$ cat config.mk
export PLATFORM = sky130hd
export DESIGN_NAME = adc_cfg_seq
export DESIGN_NICKNAME = d
export VERILOG_FILES = /design/src/rtl/adc_cfg_seq.sv
export SDC_FILE = /design/constraint.sdc
export NUM_CORES = 1
export LEC_CHECK = 0
export CORE_ASPECT_RATIO = 0.6
export CORE_MARGIN = 2
export CORE_UTILIZATION = 61
export DETAILED_ROUTE_END_ITERATION = 8
export GPL_TIMING_DRIVEN = 0
export HOLD_SLACK_MARGIN = 0.08
export PLACE_DENSITY = 0.91
export SLEW_MARGIN = 20
export SYNTH_ARGS = -nofsm -noshare
export SYNTH_HDL_FRONTEND = slang
export SYNTH_SLANG_ARGS = --single-unit
$ cat constraint.sdc
create_clock -name clk -period 4.5 [get_ports clk]
set_input_delay 0.9 -clock clk [delete_from_list [all_inputs] [get_ports clk]]
set_output_delay 0.9 -clock clk [all_outputs]
set_load 0.005 [all_outputs]
$ cat src/rtl/adc_cfg_seq.sv
// ADC configuration sequencer: drives the ADC hardware reset, streams a fixed init
// table over a 3-wire serial bus, then serves runtime register writes from a host.
module adc_cfg_seq #(
  parameter int unsigned CLK_DIV  = 32,
  parameter int unsigned RST_LEN  = 256,
  parameter int unsigned RST_WAIT = 1024
) (
  input  logic       clk,
  input  logic       rst_n,
  input  logic       start,
  input  logic       host_req,
  input  logic [7:0] host_addr,
  input  logic [7:0] host_data,
  output logic       host_ack,
  output logic       busy,
  output logic       init_done,
  output logic       adc_reset,
  output logic       adc_sen,
  output logic       adc_sclk,
  output logic       adc_sdat,
  output logic [7:0] frame_cnt
);

  localparam int unsigned WORD_W  = 16;
  localparam int unsigned BIT_W   = 4;
  localparam int unsigned IDX_W   = 2;
  localparam int unsigned N_INIT  = 4;
  localparam int unsigned GAP_LEN = 2 * CLK_DIV;
  localparam int unsigned CNT_MAX = (RST_LEN > RST_WAIT)
                                    ? ((RST_LEN > GAP_LEN) ? RST_LEN : GAP_LEN)
                                    : ((RST_WAIT > GAP_LEN) ? RST_WAIT : GAP_LEN);
  localparam int unsigned CNT_W   = $clog2(CNT_MAX + 1);

  typedef enum logic [2:0] {
    S_IDLE,
    S_RST_PULSE,
    S_RST_WAIT,
    S_LOAD,
    S_SHIFT,
    S_GAP
  } state_e;

  function automatic logic [WORD_W-1:0] init_word(input logic [IDX_W-1:0] idx);
    case (idx)
      2'd0:    init_word = 16'h0002;
      2'd1:    init_word = 16'h3DE0;
      2'd2:    init_word = 16'h41C0;
      default: init_word = 16'h2503;
    endcase
  endfunction

  state_e            state_q, state_d;
  logic [CNT_W-1:0]  cnt_q, cnt_d;
  logic [BIT_W-1:0]  bit_q, bit_d;
  logic              half_q, half_d;
  logic [IDX_W-1:0]  idx_q, idx_d;
  logic              init_mode_q, init_mode_d;
  logic [WORD_W-1:0] hold_q, hold_d;
  logic [WORD_W-1:0] shreg_q, shreg_d;
  logic              ack_blk_q, ack_blk_d;
  logic              host_ack_q, host_ack_d;
  logic              busy_q, busy_d;
  logic              init_done_q, init_done_d;
  logic              adc_reset_q, adc_reset_d;
  logic              sen_q, sen_d;
  logic              sclk_q, sclk_d;
  logic [7:0]        frame_cnt_q, frame_cnt_d;

  // Next-state and next-output logic
  always_comb begin
    state_d     = state_q;
    cnt_d       = cnt_q;
    bit_d       = bit_q;
    half_d      = half_q;
    idx_d       = idx_q;
    init_mode_d = init_mode_q;
    hold_d      = hold_q;
    shreg_d     = shreg_q;
    ack_blk_d   = ack_blk_q & host_req;
    host_ack_d  = 1'b0;
    init_done_d = init_done_q;
    adc_reset_d = adc_reset_q;
    sen_d       = sen_q;
    sclk_d      = sclk_q;
    frame_cnt_d = frame_cnt_q;

    case (state_q)
      S_IDLE: begin
        if (start) begin
          state_d     = S_RST_PULSE;
          cnt_d       = '0;
          idx_d       = '0;
          init_mode_d = 1'b1;
          init_done_d = 1'b0;
          adc_reset_d = 1'b1;
        end else if (host_req && !ack_blk_q) begin
          // A request is acked once; the host must drop req before the next one
          state_d     = S_LOAD;
          host_ack_d  = 1'b1;
          ack_blk_d   = 1'b1;
          init_mode_d = 1'b0;
          hold_d      = {host_addr, host_data};
        end
      end

      S_RST_PULSE: begin
        if (cnt_q == CNT_W'(RST_LEN - 1)) begin
          state_d     = S_RST_WAIT;
          cnt_d       = '0;
          adc_reset_d = 1'b0;
        end else begin
          cnt_d = cnt_q + CNT_W'(1);
        end
      end

      S_RST_WAIT: begin
        if (cnt_q == CNT_W'(RST_WAIT - 1)) begin
          state_d = S_LOAD;
          cnt_d   = '0;
        end else begin
          cnt_d = cnt_q + CNT_W'(1);
        end
      end

      S_LOAD: begin
        shreg_d = init_mode_q ? init_word(idx_q) : hold_q;
        state_d = S_SHIFT;
        cnt_d   = '0;
        bit_d   = '0;
        half_d  = 1'b0;
        sen_d   = 1'b0;
        sclk_d  = 1'b0;
      end

      S_SHIFT: begin
        if (cnt_q == CNT_W'(CLK_DIV - 1)) begin
          cnt_d = '0;
          if (!half_q) begin
            half_d = 1'b1;
            sclk_d = 1'b1;
          end else if (bit_q == BIT_W'(WORD_W - 1)) begin
            state_d     = S_GAP;
            half_d      = 1'b0;
            sen_d       = 1'b1;
            sclk_d      = 1'b0;
            shreg_d     = '0;
            frame_cnt_d = frame_cnt_q + 8'd1;
          end else begin
            // Data moves only as sclk falls, giving the ADC a full half-period of setup
            half_d  = 1'b0;
            sclk_d  = 1'b0;
            bit_d   = bit_q + BIT_W'(1);
            shreg_d = {shreg_q[WORD_W-2:0], 1'b0};
          end
        end else begin
          cnt_d = cnt_q + CNT_W'(1);
        end
      end

      S_GAP: begin
        if (cnt_q == CNT_W'(GAP_LEN - 1)) begin
          cnt_d = '0;
          if (init_mode_q && (idx_q != IDX_W'(N_INIT - 1))) begin
            state_d = S_LOAD;
            idx_d   = idx_q + IDX_W'(1);
          end else begin
            state_d     = S_IDLE;
            init_done_d = init_done_q | init_mode_q;
            init_mode_d = 1'b0;
          end
        end else begin
          cnt_d = cnt_q + CNT_W'(1);
        end
      end

      default: begin
        state_d = S_IDLE;
      end
    endcase

    busy_d = (state_d != S_IDLE);
  end

  always_ff @(posedge clk or negedge rst_n) begin
    if (!rst_n) begin
      state_q     <= S_IDLE;
      cnt_q       <= '0;
      bit_q       <= '0;
      half_q      <= 1'b0;
      idx_q       <= '0;
      init_mode_q <= 1'b0;
      hold_q      <= '0;
      shreg_q     <= '0;
      ack_blk_q   <= 1'b0;
      host_ack_q  <= 1'b0;
      busy_q      <= 1'b0;
      init_done_q <= 1'b0;
      adc_reset_q <= 1'b0;
      sen_q       <= 1'b1;
      sclk_q      <= 1'b0;
      frame_cnt_q <= '0;
    end else begin
      state_q     <= state_d;
      cnt_q       <= cnt_d;
      bit_q       <= bit_d;
      half_q      <= half_d;
      idx_q       <= idx_d;
      init_mode_q <= init_mode_d;
      hold_q      <= hold_d;
      shreg_q     <= shreg_d;
      ack_blk_q   <= ack_blk_d;
      host_ack_q  <= host_ack_d;
      busy_q      <= busy_d;
      init_done_q <= init_done_d;
      adc_reset_q <= adc_reset_d;
      sen_q       <= sen_d;
      sclk_q      <= sclk_d;
      frame_cnt_q <= frame_cnt_d;
    end
  end

  assign host_ack  = host_ack_q;
  assign busy      = busy_q;
  assign init_done = init_done_q;
  assign adc_reset = adc_reset_q;
  assign adc_sen   = sen_q;
  assign adc_sclk  = sclk_q;
  assign adc_sdat  = shreg_q[WORD_W-1];
  assign frame_cnt = frame_cnt_q;

endmodule

==> impl_summary.md, run 1 <==
Pwr
The switching share of power is between 20% and 30%. The internal power of the cells is just over 1 mW. For this design the total switching power over the nets is ~0.28 mW. The static leakage power is between 1.5 and 2 nW.

Sequential cells account for 48.1% of the total power. The clock network fraction of total power is 47.9%. For this design the ratio of total power to cell area is between 300 and 400 nW/um^2. Combinational logic burns under 10% of the power. The worst-case IR drop observed on VDD is 0.000278 V.

STA
The final max-slew violation count is 0. For the finished layout, the period the worst path requires is 3.07 ns. The number of failing setup endpoints in the final timing report is 0. Setup total negative slack on the finished layout was measured at 0 ns. Setup repair after global routing left no endpoint under its margin. Headroom to the max-slew limit came out at between 30 and 40%. The final period utilization is just under 70%. The number of endpoints with negative hold slack in the final report is 0. The worst hold margin is between 0.4 and 0.5 ns.

The clock arrives with 0.0110 ns of skew. The maximum clock frequency is approximately 0.33 GHz. The measured slew at the worst slew-check pin is just under 1 ns.

CTS
The number of buffers between clock root and the deepest sink is 2. The H-tree depth is 3. The clock-pin transition on the worst setup and hold timing paths is 0.08 ns. Post-CTS repair changed the size of 0 cells. CTS placed an instance of sky130_fd_sc_hd__clkbuf_8 at the clock tree root. The number of setup buffers added after CTS is 0. For this design, the sink count on the clock tree is 68. The clock tree from TritonCTS is yes. The number of hold buffers added after cts is 0. The later pin in the worst-skew pair is clocked with a latency of ~0.36 ns. Counting the buffers created by CTS gives 9.

Worst setup path
The slowest library cell on the worst path is sky130_fd_sc_hd__nor4_1. The most common cell type on the critical path is sky130_fd_sc_hd__nand2_1. The maximum net fanout on the critical path is 10.

Traced cell by cell, the critical path runs through clkdlybuf4s50_1, nor4_1, nand2_1, inv_1, buf_1, nand2_1, nand2_1. STA classifies the critical path startpoint as a primary input. The category of the critical setup timing path is primary input to flop. For the worst setup path, the data required time is approximately 4.8 ns. The worst endpoint data arrival time is 3.36 ns. The critical path contains buffers and inverters numbering 3 combined. On the worst path, the slowest cell contributes a delay of 0.79 ns.

The cell type group with the largest total delay on the critical path is simple AND/OR/NAND/NOR gates. The worst setup path is captured at a flop.

Place
The count of buffers added on input and output ports is 34. The global placement routability congestion is about 0.97. Detailed placement ended at an HPWL of 6000 um. Summing all placed instances gives a cell area of around 3900 sq um.

Floorplan
After floorplanning, the core was divided into 21 placement rows. In this run the vertical extent of the chip is 61.9 um. 35 I/O pins were placed. The width of the die is ~100 um. The floorplan step defined a die boundary enclosing 6220 sq um. Once the floorplan was initialized, standard cells occupied 62.0% of the core. The core area is ~5500 sq um.

Finish
In the final layout, the multi-input gates occupy 1570 sq um. The summed area of non-filler cells in the final layout is between 4000 and 5000 sq um. The number of antenna diodes in the final layout is 0. The total number of nets in the final design is 435. The post-route netlist has 9.93% of its cells at a drive strength greater than 1. In the final layout, flip-flops and latches occupy ~1700 sq um. The signed area change from the synthesized netlist to the final layout is 20.6%. The number of filler instances in the final layout is 392.

Synthesis
The netlist uses 57 different library cells. Of the total synthesized cell area, the portion taken by XOR and XNOR cells is 2.83%. In this run the cell area of the synthesized design comes to 3410 sq um.

The number of nets in the synthesized netlist is between 300 and 400. The async set-or-reset flop fraction in the synthesized netlist is 100%. The average instance area after synthesis is about 9.4 sq um. In this run, synthesis produced a sequential element count of approximately 70. Of the total synthesized cell area, the portion taken by AND, OR, NAND and NOR gates is between 20% and 30%.

During synthesis, Yosys emitted a total of 0 warnings. Measured against the total synthesized area, the mux share comes to about 2.1%. The arithmetic-cell share of the synthesized area counting full adders, half adders and majority gates is 2.57%. The compound-cell area share of the yosys netlist is between 10% and 20%. In the synthesized netlist the dominant register cell turns out to be sky130_fd_sc_hd__dfrtp_1. The number of synthesized flops with an enable pin is 0. After synthesis, the largest family of logic cells by area is simple AND/OR/NAND/NOR gates. Counting every instance in the synthesized netlist gives ~360.

The sequential share of the synthesized area is between 50% and 60%.

Global routing
Entering global routing, the biggest net connects 47 pins. The number of global-route vias before repair came to 2,778. The global-route wire length before repair is 13,600 um. Summed over all layers, the global routing overflow is 0.

The initial antenna violation count came to 0. The overall track demand over capacity in global routing is around 29%.

Route
The routed layout has ~3,000 vias. The DRC violation count after routing is 0. The remaining antenna violation count is 0.

For this block, the initial DRC count from the detailed router was 355. The number of optimization iterations in the first detailed-route pass is 5. The routed wire length is 8670 um. After detailed routing, the average wire length per cell comes to 18.0 um. The average vias per placed instance is 6.24.

Hold path
The tightest min-delay check is of the primary input to asynchronous set/reset pin type.

Flow run
The max-capacitance violation count is 0.

Outcome
The flow ran to the end, and the final reports show no timing, DRC or antenna violations.
==> sequential cells by signal, summed over array words and instances (netlist names) <==
signal       cells
ack_blk_q        1
frame_cnt        8
adc_sen          1
init_mode_q      1
state_q          3
cnt_q           11
init_done        1
adc_reset        1
idx_q            2
hold_q          16
busy             1
bit_q            4
host_ack         1
shreg_q         16
adc_sclk         1
==> final timing paths <==
kind	startpoint	to	slack (ns)	cells past startpoint
worst max register to register	state_q[0]	hold_q[13]	1.83	7
worst min register to register	frame_cnt[7]	frame_cnt[7]	0.48	1
worst min-delay path	rst_n	cnt_q[10]	0.43	1
min in group clk	frame_cnt[7]	frame_cnt[7]	0.48	1
worst max-delay path	start	hold_q[13]	1.43	7
max in group asynchronous	rst_n	frame_cnt[5]	3.54	2
==> routing by layer <==
layer / vias to the layer above / share of wire (%) / global-route usage (%)
li1: 1368 / - / -
met1: 1446 / 45 / 41.9
met2: 177 / 44 / 42.4
met3: 18 / 9.4 / 7.94
met4: 0 / 1.7 / 11.7
met5: - / 0 / 0
==> per-stage QoR <==
stage,power [mW],util [%],worst slack [ns],instances
final,1.31,74.8,1.43,482
after global routing,1.34,74.8,1.44,482
after CTS,1.31,74.8,1.62,482
after detailed placement,0.695,70.2,1.32,466
after global placement,0.689,69.8,0.301,465
after floorplan,0.655,-,2.32,362
==> cell families (layout without fill, tap and decap cells) <==
family	Yosys count	count (layout)
AO/OA/AOI/OAI	83	83
XOR/XNOR	11	11
adder cells (fa/ha/maj)	7	7
buffers and inverters	29	80
flip-flops	68	68
multiplexers	7	7
AND/OR/NAND/NOR	157	157
==> layout by cell type, fill, tap and decap left out, types with 3 or more instances in the layout <==
cell type                         netlist  final
sky130_fd_sc_hd__a22oi_1                8      8
sky130_fd_sc_hd__clkdlybuf4s50_1        0     33
sky130_fd_sc_hd__mux2i_1                6      6
sky130_fd_sc_hd__nand4_1                8      8
sky130_fd_sc_hd__nor2_1                32     32
sky130_fd_sc_hd__xnor2_1                9      9
sky130_fd_sc_hd__bufinv_16              0      3
sky130_fd_sc_hd__nor3_1                11     11
sky130_fd_sc_hd__a221oi_1               5      5
sky130_fd_sc_hd__inv_1                 13     13
sky130_fd_sc_hd__dfrtp_1               67     67
sky130_fd_sc_hd__nor4_1                 4      4
sky130_fd_sc_hd__a21oi_1               11     11
sky130_fd_sc_hd__o21ai_1                4      4
sky130_fd_sc_hd__o21ai_0               33     33
sky130_fd_sc_hd__nand3_1                7      7
sky130_fd_sc_hd__clkbuf_8               0     10
sky130_fd_sc_hd__a21o_1                 6      6
sky130_fd_sc_hd__buf_6                  3      3
sky130_fd_sc_hd__nand2_1               64     64
sky130_fd_sc_hd__ha_1                   7      7
sky130_fd_sc_hd__clkbuf_1               8      8
sky130_fd_sc_hd__a31oi_1                4      4
sky130_fd_sc_hd__nor3b_1                4      4
==> worst register-to-register path, stage by stage, from the launching register on <==
cell and delay (ns):
sky130_fd_sc_hd__dfrtp_1 0.44, sky130_fd_sc_hd__buf_6 0.17, sky130_fd_sc_hd__nor4_1 0.81, sky130_fd_sc_hd__nand2_1 0.20, sky130_fd_sc_hd__inv_1 0.24, sky130_fd_sc_hd__buf_1 0.48
sky130_fd_sc_hd__nand2_1 0.15, sky130_fd_sc_hd__nand2_1 0.10
==> power by group through the flow <==
stage               logic (mW)  clock network, mW  registers, mW
floorplan               0.0146                  0          0.640
global placement        0.0472                  0          0.641
detailed placement      0.0524                  0          0.642
CTS                     0.0532              0.630          0.631
global route            0.0590              0.652          0.631
finish                  0.0526              0.629          0.631
==> final cells by class <==
type / instances / area share [%]
flip-flops and latches: 68 / 41.5
multi-input cells: 265 / 38.1
repair buffers: 35 / 8.90
clock buffers: 10 / 3.35
clock inverters: 6 / 2.71
plain buffers: 16 / 2.16
well taps: 69 / 2.10
inverters: 13 / 1.19
==> synthesized netlist by cell type, types with 3 or more instances <==
library cell	instances	area (sq um)
sky130_fd_sc_hd__o21ai_0	33	165
sky130_fd_sc_hd__nor3b_1	4	30.0
sky130_fd_sc_hd__a221oi_1	5	43.8
sky130_fd_sc_hd__mux2i_1	6	60.1
sky130_fd_sc_hd__inv_1	13	48.8
sky130_fd_sc_hd__nor3_1	11	55.1
sky130_fd_sc_hd__xnor2_1	9	78.8
sky130_fd_sc_hd__nor4_1	4	25.0
sky130_fd_sc_hd__nand2_1	64	240
sky130_fd_sc_hd__ha_1	7	87.6
sky130_fd_sc_hd__a21o_1	6	45.0
sky130_fd_sc_hd__a22oi_1	8	60.1
sky130_fd_sc_hd__a21oi_1	11	55.1
sky130_fd_sc_hd__a31oi_1	4	25.0
sky130_fd_sc_hd__nand4_1	8	50.1
sky130_fd_sc_hd__buf_6	3	33.8
sky130_fd_sc_hd__clkbuf_1	8	30.0
sky130_fd_sc_hd__dfrtp_1	67	1680
sky130_fd_sc_hd__o21ai_1	4	20.0
sky130_fd_sc_hd__nand3_1	7	35.0
sky130_fd_sc_hd__nor2_1	32	120
(Power assumes the default switching activity.)
==> inputs of run 2 (changes only) <==
CORE_UTILIZATION = 51   (was 61)
PLACE_DENSITY = 0.82   (was 0.91)
clock period = 2.8 ns   (was 4.5 ns; I/O delays follow)
==> impl_summary.md, run 2 (same netlist as run 1, synthesis figures left out) <==
Place
The number of placed cells counting well taps is 484 (+3.9%). The global placement routability congestion is 0.901 (-7.4%). The HPWL after detailed placement is 5570 um (-7.1%). The number of port buffers is 34 (unchanged).

Route
The detailed router's first-iteration violation count is 248 (-30%). The DRC violation count after routing is 0 (unchanged). The post-detailed-route wirelength per cell is 15.2 um (-15%). The via count of the routed design is 2,823 (-6.2%). The wire length the detailed router placed on met1 was 3820 um (-1.6%). The wire length on met3 was 591 um (-28%). The top routing layer in use is met4. The remaining antenna violation count came to 0 (unchanged).

The routed length on met2 is 3050 um (-20%). The average vias per placed instance is 5.63 (-9.7%). The number of optimization iterations in the first detailed-route pass is 5 (unchanged).

The routed wire length is 7620 um (-12%).

Hold path
The startpoint of the lowest-slack hold path is frame_cnt[7]. In this run the worst hold path is classified as flop to flop.

Global routing
The initial antenna violation count is 0 (unchanged). The global-route wire length before repair came to 12,700 um (-6.1%). The overall track demand over capacity in global routing is 23.1% (-6.0 points). The number of global-route vias before repair is 2,618 (-5.8%). The maximum number of pins on one net before global-route repair is 55 (+17%). The total grt overflow is 0 (unchanged).

Worst setup path
The beginning of the critical path is start. The worst endpoint data arrival time is 2.78 ns (-0.58 ns). The nature of the critical path endpoint is a flop. The critical path in this run is classified as primary input to flop. The data required time of the worst path came to 3.10 ns (-1.69 ns).

In this run the critical register-to-register path is launched from state_q[0]. The startpoint kind of the worst setup timing path is a primary input. The maximum net fanout on the critical path is 10 (unchanged).

Pwr
The part of the total power dissipated in combinational logic was 4.3% (+0.3 points). The switching power summed over all nets is 0.451 mW (+61%). The clock network fraction of total power is 42.7% (-5.2 points). The areal power density over the cells came to 467 nW/um^2 (+46%). The internal power of the cells is 1.46 mW (+41%). The switching share of power is 23.6% (+2.3 points). The static leakage power is 1.87 nW (-1.2%). The largest voltage drop on the vdd net is 0.000340 V (+22%). The relative contribution of sequential cells to total power is 53.0% (+4.9 points).

Finish
The number of filler instances in the final layout is 554 (+41%). The total number of nets in the final design was 436 (+0.23%). In the layout the commonest cells are sky130_fd_sc_hd__dfrtp_1 (67), sky130_fd_sc_hd__nand2_1 (64), sky130_fd_sc_hd__o21ai_0 (33), sky130_fd_sc_hd__clkdlybuf4s50_1 (33), sky130_fd_sc_hd__nor2_1 (32). Relative to the synthesized area, the layout overhead comes to 20.1%. The number of inserted diodes is 0 (unchanged). The fraction of layout instances using a drive strength above 1 is 9.90% (-0.024 points).

In the final layout, the registers with the most flip-flops are hold_q x16, shreg_q x16, cnt_q x11. The final cell count without fillers was 501 (+3.9%). The most common cell after layout, fill and taps aside is sky130_fd_sc_hd__dfrtp_1.

CTS
The number of buffers between clock root and the deepest sink was 2 (unchanged). The clock sink count was 68 (unchanged). The number of hold buffers added after cts is 1 (+1).

The cell sitting at the root of the clock tree is a sky130_fd_sc_hd__clkbuf_8. The number of buffers inserted to repair setup after CTS is 0 (unchanged). TritonCTS built the clock tree.

The number of cells upsized or downsized after cts is 0 (unchanged). The H-tree depth is 3 (unchanged). The clock-pin transition on the worst setup and hold timing paths is 0.08 ns (about the same). The clock latency of the later-clocked register in the worst-skew pair is 0.36 ns (about the same). The number of buffers inserted during clock tree synthesis is 9 (unchanged).

STA
The measured slew at the worst slew-check pin came to 0.861 ns (-0.130 ns). The final period utilization is a little under 90%. Setup repair after global routing left no endpoint under its margin. Derived from the worst setup path, the maximum achievable clock frequency is 0.404 GHz. The number of endpoints with negative hold slack in the final report is 0 (unchanged). For the finished layout, the period the worst path requires is 2.48 ns. The final setup TNS is 0 ns (unchanged). The final max-slew violation count is 0 (unchanged).

The headroom to the max-slew limit is 42.1% (+8.7 points). The number of failing setup endpoints in the final timing report is 0 (unchanged). The setup clock skew after layout came to 0.00514 ns (-0.00582 ns).

Outcome
The flow ran to the end, and the final reports show no timing, DRC or antenna violations.

Floorplan
The y dimension of the die is 67.3 um (+8.8%). The core area is 6560 sq um (+19%). The count of boundary I/O pins is 35 (unchanged).

The width of the die was 110 um (+9.0%). The count of standard-cell rows is 23 (+9.5%). The total die area was 7370 sq um (+19%). The starting density of the core is 51.9% (-10 points).

Flow run
The max-capacitance violation count is 0 (unchanged).
run 2: cell types whose count changed in the layout (fill, tap and decap cells not counted):
cell | previous run | this run
sky130_fd_sc_hd__bufinv_16 | 3 | 1
sky130_fd_sc_hd__dlygate4sd3_1 | 0 | 1
sky130_fd_sc_hd__inv_6 | 0 | 1
sky130_fd_sc_hd__clkinvlp_4 | 1 | 2
sky130_fd_sc_hd__clkinv_4 | 1 | 2
sky130_fd_sc_hd__clkbuf_8 | 10 | 9
run 2: routing by layer:
| metal | up-vias | track usage, % |
|---|---|---|
| li1 | 1368 | - |
| met1 | 1345 | 33.8 |
| met2 | 96 | 30.9 |
| met3 | 14 | 8.30 |
| met4 | 0 | 8.70 |
| met5 | - | 0 |
run 2: path summary, 6_finish.rpt:
path	slack (ns)	depth (start not counted)	end
min in group asynchronous	0.59	2	frame_cnt[1]
worst min register to register	0.48	1	frame_cnt[7]
worst max-delay path	0.32	7	hold_q[0]
worst min-delay path	0.48	1	frame_cnt[7]
worst max register to register	0.39	7	hold_q[0]
max in group asynchronous	1.69	3	shreg_q[6]
run 2: cell type report:
cell class	count	area (sq um)	share of cell area [%]
flip-flops and latches	68	1700	41.6
multi-input cells	265	1570	38.3
repair buffers	36	375	9.18
clock buffers	9	124	3.03
well taps	87	109	2.66
plain buffers	16	88.8	2.17
clock inverters	7	76.3	1.87
inverters	13	48.8	1.19
run 2: power groups by stage:
stage	registers [mW]	clock network [mW]	logic (mW)
after floorplan	1.03	0	0.0235
after global placement	1.03	0	0.0762
after detailed placement	1.03	0	0.0833
after CTS	1.01	0.836	0.0847
after global routing	1.01	0.877	0.0938
final	1.01	0.815	0.0828
run 2: metrics by stage:
stage | utilization [%] | hold slack, ns | power, mW | setup WS (ns) | area [sq um]
3_3_place_gp | 58.8 | 0.464 | 1.11 | -1.10 | 3850
4_1_cts | 62.3 | 0.485 | 1.93 | 0.402 | 4090
2_1_floorplan | - | 0.264 | 1.05 | 0.704 | 3410
3_5_place_dp | 59.1 | 0.439 | 1.11 | 0.0236 | 3880
5_1_grt | 62.3 | 0.517 | 1.99 | 0.118 | 4090
6_report | 62.3 | 0.479 | 1.91 | 0.325 | 4090
run 2: critical path, stage by stage:
cell and delay (ns):
sky130_fd_sc_hd__clkdlybuf4s50_1 0.48, sky130_fd_sc_hd__nor4_1 0.68, sky130_fd_sc_hd__nand2_1 0.19, sky130_fd_sc_hd__inv_1 0.25, sky130_fd_sc_hd__buf_1 0.40, sky130_fd_sc_hd__nand2_1 0.13, sky130_fd_sc_hd__nand2_1 0.07
